File: src/rtl/p_int_acc_sat.sv
// p_int_acc_sat: multi-lane saturating integer accumulator.
// Each accepted beat adds the exact sum of LANES operands to a running
// accumulator. The first beat of a vector seeds the accumulator with bias.
// Every step is clamped to the ACC_PREC range, and a sticky overflow flag
// records whether any clamp happened during the vector. The result is held
// in the OUT state until the consumer takes it.
module p_int_acc_sat #(
  parameter int LANES    = 4,
  parameter int IN_PREC  = 8,
  parameter int IN_SIGN  = 1,
  parameter int ACC_PREC = 16,
  parameter int CNT_W    = 8
) (
  input  logic                     clk,
  input  logic                     reset,
  input  logic                     in_valid,
  output logic                     in_ready,
  input  logic [LANES*IN_PREC-1:0] in_data,
  input  logic                     in_last,
  input  logic [ACC_PREC-1:0]      bias,
  output logic                     out_valid,
  input  logic                     out_ready,
  output logic [ACC_PREC-1:0]      out_data,
  output logic                     out_ovf,
  output logic [CNT_W-1:0]         out_beats
);

  // Wide enough that neither the lane sum nor the accumulate step can wrap.
  localparam int SUM_W = ACC_PREC + $clog2(LANES) + 2;
  localparam logic SIGNED_MODE = (IN_SIGN != 0);

  // Clamp limits, expressed in the wide working width.
  localparam logic [SUM_W-1:0] SAT_MAX = SIGNED_MODE ?
    {{(SUM_W-ACC_PREC+1){1'b0}}, {(ACC_PREC-1){1'b1}}} :
    {{(SUM_W-ACC_PREC){1'b0}}, {ACC_PREC{1'b1}}};
  localparam logic [SUM_W-1:0] SAT_MIN = SIGNED_MODE ?
    {{(SUM_W-ACC_PREC+1){1'b1}}, {(ACC_PREC-1){1'b0}}} :
    {SUM_W{1'b0}};

  typedef enum logic [1:0] {
    IDLE,
    ACC,
    OUT
  } state_t;

  state_t               state;
  logic [ACC_PREC-1:0]  acc;
  logic [CNT_W-1:0]     cnt;
  logic                 ovf;

  logic                 beat_fire;
  logic                 first_beat;
  logic                 cnt_full;
  logic [IN_PREC-1:0]   lane;
  logic [SUM_W-1:0]     beat_sum;
  logic [ACC_PREC-1:0]  base_src;
  logic [SUM_W-1:0]     base_ext;
  logic [SUM_W-1:0]     exact;
  logic                 over;
  logic                 under;
  logic                 step_ovf;
  logic [ACC_PREC-1:0]  acc_next;

  assign beat_fire  = in_valid & in_ready;
  assign first_beat = (state == IDLE);
  assign cnt_full   = &cnt;

  // Exact sum of all lanes of the current beat, each sign- or zero-extended.
  always_comb begin
    lane     = '0;
    beat_sum = '0;
    for (int i = 0; i < LANES; i++) begin
      lane     = in_data[i*IN_PREC +: IN_PREC];
      beat_sum = beat_sum + {{(SUM_W-IN_PREC){SIGNED_MODE & lane[IN_PREC-1]}}, lane};
    end
  end

  // Exact accumulate step (bias on the first beat, acc afterwards) and clamp.
  always_comb begin
    base_src = first_beat ? bias : acc;
    base_ext = {{(SUM_W-ACC_PREC){SIGNED_MODE & base_src[ACC_PREC-1]}}, base_src};
    exact    = base_ext + beat_sum;
    over     = 1'b0;
    under    = 1'b0;
    if (SIGNED_MODE) begin
      over  = ($signed(exact) > $signed(SAT_MAX));
      under = ($signed(exact) < $signed(SAT_MIN));
    end else begin
      over  = (exact > SAT_MAX);
    end
    step_ovf = over | under;
    if (over) begin
      acc_next = SAT_MAX[ACC_PREC-1:0];
    end else if (under) begin
      acc_next = SAT_MIN[ACC_PREC-1:0];
    end else begin
      acc_next = exact[ACC_PREC-1:0];
    end
  end

  // Vector FSM: seeds, accumulates, then holds the result until it is taken.
  always_ff @(posedge clk or posedge reset) begin
    if (reset) begin
      state     <= IDLE;
      acc       <= '0;
      cnt       <= '0;
      ovf       <= 1'b0;
      in_ready  <= 1'b1;
      out_valid <= 1'b0;
    end else begin
      case (state)
        IDLE: begin
          if (beat_fire) begin
            acc <= acc_next;
            cnt <= CNT_W'(1);
            ovf <= step_ovf;
            if (in_last) begin
              state     <= OUT;
              in_ready  <= 1'b0;
              out_valid <= 1'b1;
            end else begin
              state <= ACC;
            end
          end
        end
        ACC: begin
          if (beat_fire) begin
            acc <= acc_next;
            cnt <= cnt_full ? cnt : cnt + 1'b1;
            ovf <= ovf | step_ovf | cnt_full;
            if (in_last) begin
              state     <= OUT;
              in_ready  <= 1'b0;
              out_valid <= 1'b1;
            end
          end
        end
        OUT: begin
          if (out_ready) begin
            state     <= IDLE;
            in_ready  <= 1'b1;
            out_valid <= 1'b0;
          end
        end
        default: begin
          state     <= IDLE;
          in_ready  <= 1'b1;
          out_valid <= 1'b0;
        end
      endcase
    end
  end

  assign out_data  = acc;
  assign out_ovf   = ovf;
  assign out_beats = cnt;

endmodule

File: config.mk
export PLATFORM = sky130hd
export DESIGN_NAME = p_int_acc_sat
export DESIGN_NICKNAME = d
export VERILOG_FILES = /design/src/rtl/p_int_acc_sat.sv
export SDC_FILE = /design/constraint.sdc
export NUM_CORES = 1
export LEC_CHECK = 0
export ABC_AREA = 1
export CAP_MARGIN = 10
export CORE_ASPECT_RATIO = 0.9
export CORE_MARGIN = 2
export CORE_UTILIZATION = 35
export DETAILED_ROUTE_END_ITERATION = 10
export MAX_ROUTING_LAYER = met4
export PLACE_DENSITY = 0.61
export SETUP_SLACK_MARGIN = 0.1
export SLEW_MARGIN = 40
export SYNTH_ARGS = -nofsm -noshare
export SYNTH_HDL_FRONTEND = slang
export SYNTH_SLANG_ARGS = --single-unit
File: constraint.sdc
create_clock -name clk -period 4 [get_ports clk]
set_clock_uncertainty 0.1 [all_clocks]
set_input_delay 0.8 -clock clk [delete_from_list [all_inputs] [get_ports clk]]
set_output_delay 0.8 -clock clk [all_outputs]
set_load 0.01 [all_outputs]
## Word-level counts from Yosys, hierarchy flattened

Cells that the tools add are included.

| storage, ports and cells | value |
|---|---|
| word-level logic and storage cells | 59 |
| output and inout port bits | 27 |
| flip-flop bits (word level) | 29 |
| input port bits | 53 |

| cells by class | value |
|---|---|
| add/sub/neg operators | 5 |
| reductions and logical operators | 9 |
| bitwise logic cells | 4 |
| $lt $le $gt $ge | 2 |
| muxes and demuxes | 24 |
| equal/unequal tests | 9 |

Operators by type and width:

| cell | count |
|---|---|
| $mux 16 | 3 |
| $mux 8 | 3 |
| $add 16x11->17 | 1 |
| $gt 17x16->1 const B | 1 |
| $lt 17x16->1 const B | 1 |
| $pmux 8 s2 | 1 |
| $add 10x8->11 | 1 |
| $add 9x8->10 | 1 |
| $mux 2 | 5 |
| $ne 2x2->1 const B | 5 |
| $add 8x8->9 | 1 |
| $add 8x1->8 const B | 1 |
| $mux 1 | 8 |
| $reduce_and 4->1 | 2 |
| $reduce_and 8->1 | 1 |
| $pmux 1 s2 | 3 |
| $pmux 2 s3 | 1 |
| $reduce_and 3->1 | 2 |
| $ne 2x1->1 const B | 2 |
| $or 1x1->1 | 3 |
| $eq 2x1->1 const B | 1 |
| $eq 2x2->1 const B | 1 |
| $logic_not 2->1 | 1 |
| $reduce_and 2->1 | 1 |
| 3 further kinds | 3 |

## Logic depth before layout (Yosys ltp)

| depth | value |
|---|---|
| depth after elaboration | 10 |
| depth in mapped cells | 22 |
| gate-level depth less buffers | 21 |

## Worst setup path before layout

No wires, ideal clock.

| timing path | value |
|---|---|
| path type | input to register |
| start | input in_data[7] |
| end | register acc[5], in the netlist out_data[5] |
| stages | 21 |
| library setup time | 0.116 ns |
| path slack | -0.496 ns |
| data required time | 3.784 ns |
| arrival time | 4.279 ns |
| path buffers | 1 |
| path through | inv_1 > fa_1 > inv_1 > fa_1 > inv_1 > fa_1 > inv_1 > ha_1 > nand2_1 > inv_1 > nand2_1 > nand2_1 > a21oi_2 > nand3_1 > nand2_2 > nand2_4 > buf_6 > nand2_1 > nand2_1 > nand2_1 > nand2_1 |

| between the ends | value |
|---|---|
| word-level cells in the longest chain between the ends | 7 |
| elaborated cells between the ends (all ways) | 8 |
| those cells by class | add/sub (4); order compare (2); mux (2) |

Ends and longest elaborated chain:

| what | RTL line | RTL |
|---|---|---|
| start: declaration | 18 | `input logic [LANES*IN_PREC-1:0] in_data,` |
| $add 8x8->9 (*) | 74 | `beat_sum = beat_sum + {{(SUM_W-IN_PREC){SIGNED_MODE & lane[IN_PREC-1]}}, lane};` |
| $add 9x8->10 (*) | 74 |  |
| $add 10x8->11 (*) | 74 |  |
| $add 16x11->17 (*) | 82 | `exact = base_ext + beat_sum;` |
| $lt 17x16->1 | 87 | `under = ($signed(exact) < $signed(SAT_MIN));` |
| $mux 16 | 94 | `end else if (under) begin` |
| $mux 16 (*) | 92 | `if (over) begin` |
| end signal: assignment | 114 | `acc <= acc_next;` |
| end signal: assignment | 128 | `acc <= acc_next;` |
| end: declaration | 47 | `logic [ACC_PREC-1:0] acc;` |

Every way passes the cells marked *; elsewhere a longest branch is shown, timed or not.
A chain may end at the register's enable or synchronous reset.

## Worst setup path in the final report

| timing path | value |
|---|---|
| start | input in_data[23] |
| end | register ovf, in the netlist out_ovf |

| between the ends | value |
|---|---|
| word-level cells in the longest chain between the ends | 9 |
| elaborated cells between the ends (all ways) | 11 |
| those cells by class | add/sub (3); order compare (2); mux (3); bitwise (3) |

Ends and longest elaborated chain:

| what | RTL line | RTL |
|---|---|---|
| $add 9x8->10 (*) | 74 |  |
| $add 10x8->11 (*) | 74 |  |
| $add 16x11->17 (*) | 82 |  |
| $gt 17x16->1 or $lt 17x16->1 (tied branches) | 86, 87 |  |
| $or 1x1->1 (*) | 91 | `step_ovf = over \| under;` |
| $or 1x1->1 (2 in series) | 130 | `ovf <= ovf \| step_ovf \| cnt_full;` |
| $mux 1 | 127 | `if (beat_fire) begin` |
| $pmux 1 s2 (*) | 111 | `case (state)` |
| end signal: assignment | 116 | `ovf <= step_ovf;` |
| end signal: assignment | 130 |  |
| end: declaration | 49 | `logic ovf;` |

Every way passes the cells marked *; elsewhere a longest branch is shown, timed or not. The select of a mux whose other input is x is not followed.

==> flow_metrics.py <==
metrics = {
    "sta": {
        "worst_tran_pin_value_ns": 0.702,
        "fmaxAchievable_mhz": 248,
        "final_min_period_over_clock_period_pct": 101,
        "final_report_hold_violation_count": 0,
        "slew_headroom_pct": 52.9,
        "setup_ws_ns": -0.0288,
        "setup-violations-final": 13,
        "fin_worst_hold_slack_ns": 0.385,
        "fin_setup_tns_ns": -0.176,
        "finalWorstPathRequiredPeriod_ns": 4.03,
        "timing_max_transition_violations_final": 0,
        "rsz0062_at_grt": "true",
    },
    "clock_tree": {
        "cts_sinks": 29,
        "number_of_buffers_on_the_longest_clock_path": 2,
        "tritoncts": "done",
        "worst_skew_pair.late_latency_ns": 0.28,
        "htree_levels": 2,
        "clock_pin_slew_worst_setup_and_hold_paths_ns": 0.06,
        "numCtsBuffers": 5,
        "root_buffer": "clkbuf_8",
    },
    "detailed_routing": {
        "number_of_vias_per_cell_after_detailed_routing": 4.43,
        "detailroute.via_count": 3218,
        "drt-wirelength-per-cell_um": 12.4,
        "route.final.wire_length_um": 9040,
        "drtIter0Drc": 133,
        "drcViolationCount": 0,
        "drt_pre_antenna_iters": 6,
        "antenna_violation_net_count_after_detailed_routing": 0,
    },
    "critical_path": {
        "max_stage_delay_ns": 0.60,
        "worst_path_max_delay_cell": "fa_2",
        "r2r-start": "state[0]",
        "critical_path.endpoint_type": "flip-flop",
        "cp-start-kind": "input port",
        "worstPathMaxFanout": 8,
        "path_class": "input port to flip-flop",
        "crit_path_frequent_cell": "nand2_2",
        "worstPathRequired_ns": 4.07,
        "timing.critical_path.cells": "buf_8 -> inv_8 -> fa_1 -> inv_2 -> fa_2 -> inv_4 -> fa_1 -> inv_2 -> ha_4 -> nand2_2 -> nand2_2 -> nand2_2 -> nand2_2 -> a21oi_4 -> nand2_2 -> nand2_1 -> nand2_4 -> nand2_8 -> nand2_2 -> nor2_2 -> nor2_1",
        "worstPathArrival_ns": 4.10,
        "critical_path.startpoint": "in_data[23]",
    },
    "synth": {
        "combinational_family_with_the_most_area_after_synthesis": "simple AND/OR/NAND/NOR gates",
        "area_fraction_in_compound_gates_after_synthesis_pct": 5.17,
        "synthesis.nets": 576,
        "top_area_cells_in_the_synthesized_netlist": "dfrtp_1, fa_1, nand2_1",
        "synthesis.instances": 473,
        "synth.area.mux_share_pct": 4.55,
        "average_size_of_a_mapped_cell_sq_um": 7.27,
        "adder_and_majority_cell_fraction_of_the_synthesized_area_pct": 25.2,
        "synth_common_cells": "nand2_1, inv_1, fa_1, dfrtp_1, nor2_1",
        "synth_edf_count": 0,
        "synthDistinctLibCells": 33,
        "yosys.area_share.xor_xnor_pct": 3.06,
        "yosys.area_share.simple_pct": 26.7,
        "synth-seq-cells": 29,
        "proportion_of_netlist_area_held_by_the_largest_area_contributor_pct": 20.4,
        "yosys_warnings": 0,
        "synth_top_area_cell": "dfrtp_1",
        "yosysMostFrequentCell": "nand2_1",
        "synth_sequential_area_ratio_pct": 21.1,
        "synth_area_sq_um": 3440,
        "postSynth.asyncResetShare_pct": 100,
        "ys_dominant_reg_cell": "dfrtp_1",
    },
    "die": {
        "die-height_um": 98.0,
        "site_row_count": 34,
        "effective_utilization_at_floorplan_pct": 35.8,
        "dieWidth_um": 108,
        "floorplan.die_area_sq_um": 10600,
        "pin_count": 80,
        "floorplan.core_area_sq_um": 9610,
    },
    "global_route": {
        "grt_pass1_vias": 3320,
        "grt.overflow.total": 0,
        "largest_net_degree_at_the_start_of_global_routing": 30,
        "grt_use_total_pct": 18.7,
        "grt_pass1_wl_um": 15500,
        "antenna_found_initial": 0,
    },
    "run": {
        "max-cap-violations": 0,
    },
    "placed_design": {
        "finalWeightedCongestion": 0.873,
        "post-place-cells": 711,
        "dp.final_hpwl_um": 7230,
        "placement.io_buffers": 79,
    },
    "min_path": {
        "worst_hold_startpoint": "out_valid",
        "hold_path.class": "flip-flop to flip-flop",
    },
    "cells_and_area": {
        "share_of_layout_cells_above_drive_strength_1_pct": 26.6,
        "final_cell_count_no_fill": 727,
        "fin_nets": 703,
        "antenna_cells": 0,
        "final_core_utilization_pct": 53.4,
        "area_growth_pct": 49.4,
    },
    "status": {
        "violated_checks": "setup timing",
        "outcome": "complete, but fails checks",
    },
}
==> metrics by stage <==
| step | worst slack (ns) | instance area [sq um] |
|---|---|---|
| after floorplan | -0.178 | 3520 |
| after global placement | -0.865 | 4710 |
| after detailed placement | -0.942 | 4710 |
| after CTS | -0.0349 | 5110 |
| after global routing | -0.207 | 5140 |
| final | -0.0288 | 5140 |
==> final timing paths <==
| path | endpoint | slack (ns) | cells past startpoint |
|---|---|---|---|
| min in group asynchronous | out_beats[0] | 0.81 | 2 |
| max in group asynchronous | out_data[13] | 2.57 | 2 |
| hold / removal | out_valid | 0.38 | 2 |
| setup reg to reg | out_ovf | 0.59 | 17 |
| setup / recovery | out_ovf | -0.03 | 21 |
| hold reg to reg | out_valid | 0.38 | 2 |
==> layout make-up <==
class,instances,area (sq um)
fill,928,4480
multi-input combinational,324,2610
timing repair buffer,124,1100
sequential,29,727
inverter,116,445
tap,126,158
clock buffer,7,96.3
clock inverter,1,5.00
==> flip-flops by register name, indices dropped and copies added, names as in the netlist <==
register / count
out_data: 16
in_ready: 1
out_beats: 8
state: 2
out_ovf: 1
out_valid: 1
==> layout by cell type, fill, tap and decap left out, types with 10 or more instances in the layout <==
cell / count
inv_1: 95
nor2_1: 20
mux2i_1: 10
dfrtp_1: 28
nand2_4: 10
clkdlybuf4s50_1: 55
nand2_2: 33
nand3_1: 11
nand2_1: 122
inv_2: 19
ha_4: 12
dlygate4sd2_1: 18
fa_1: 29
buf_4: 45
==> cell families (layout without fill, tap and decap cells) <==
family                     count (synthesis)  count (layout)
and+or+nand+nor                          214             216
buffers and inverters                    122             248
AOI/OAI and AO/OA                         31              31
DFF                                       29              29
adders and majority gates                 50              50
muxes                                     15              15
xor gates and xnor gates                  12              12
==> timing repair <==
item / in CTS / in global routing
buffers inserted: 6 / 0
gates resized for setup: 101 / 5
gates cloned: 2 / 0
pin swaps: 77 / 3
hold buffers: 0 / 0
setup endpoints to repair: 17 / 17
==> routing by layer <==
layer / routed length (um) / global-route usage [%]
met5: 0 / -
met2: 4450 / 31.4
met4: 43 / 2.37
met3: 426 / 2.27
met1: 4110 / 24.8
==> critical path: cells and delay by family <==
family                   cells  cell delay [ns]
adder cells (fa/ha/maj)      4             1.94
AND/OR/NAND/NOR             11             0.87
buffers and inverters        5             0.28
AO/OA/AOI/OAI                1             0.19
Power is left out: the tool's default activity adds up to more than one toggle a clock period on the data nets, which glitch-free logic cannot reach.
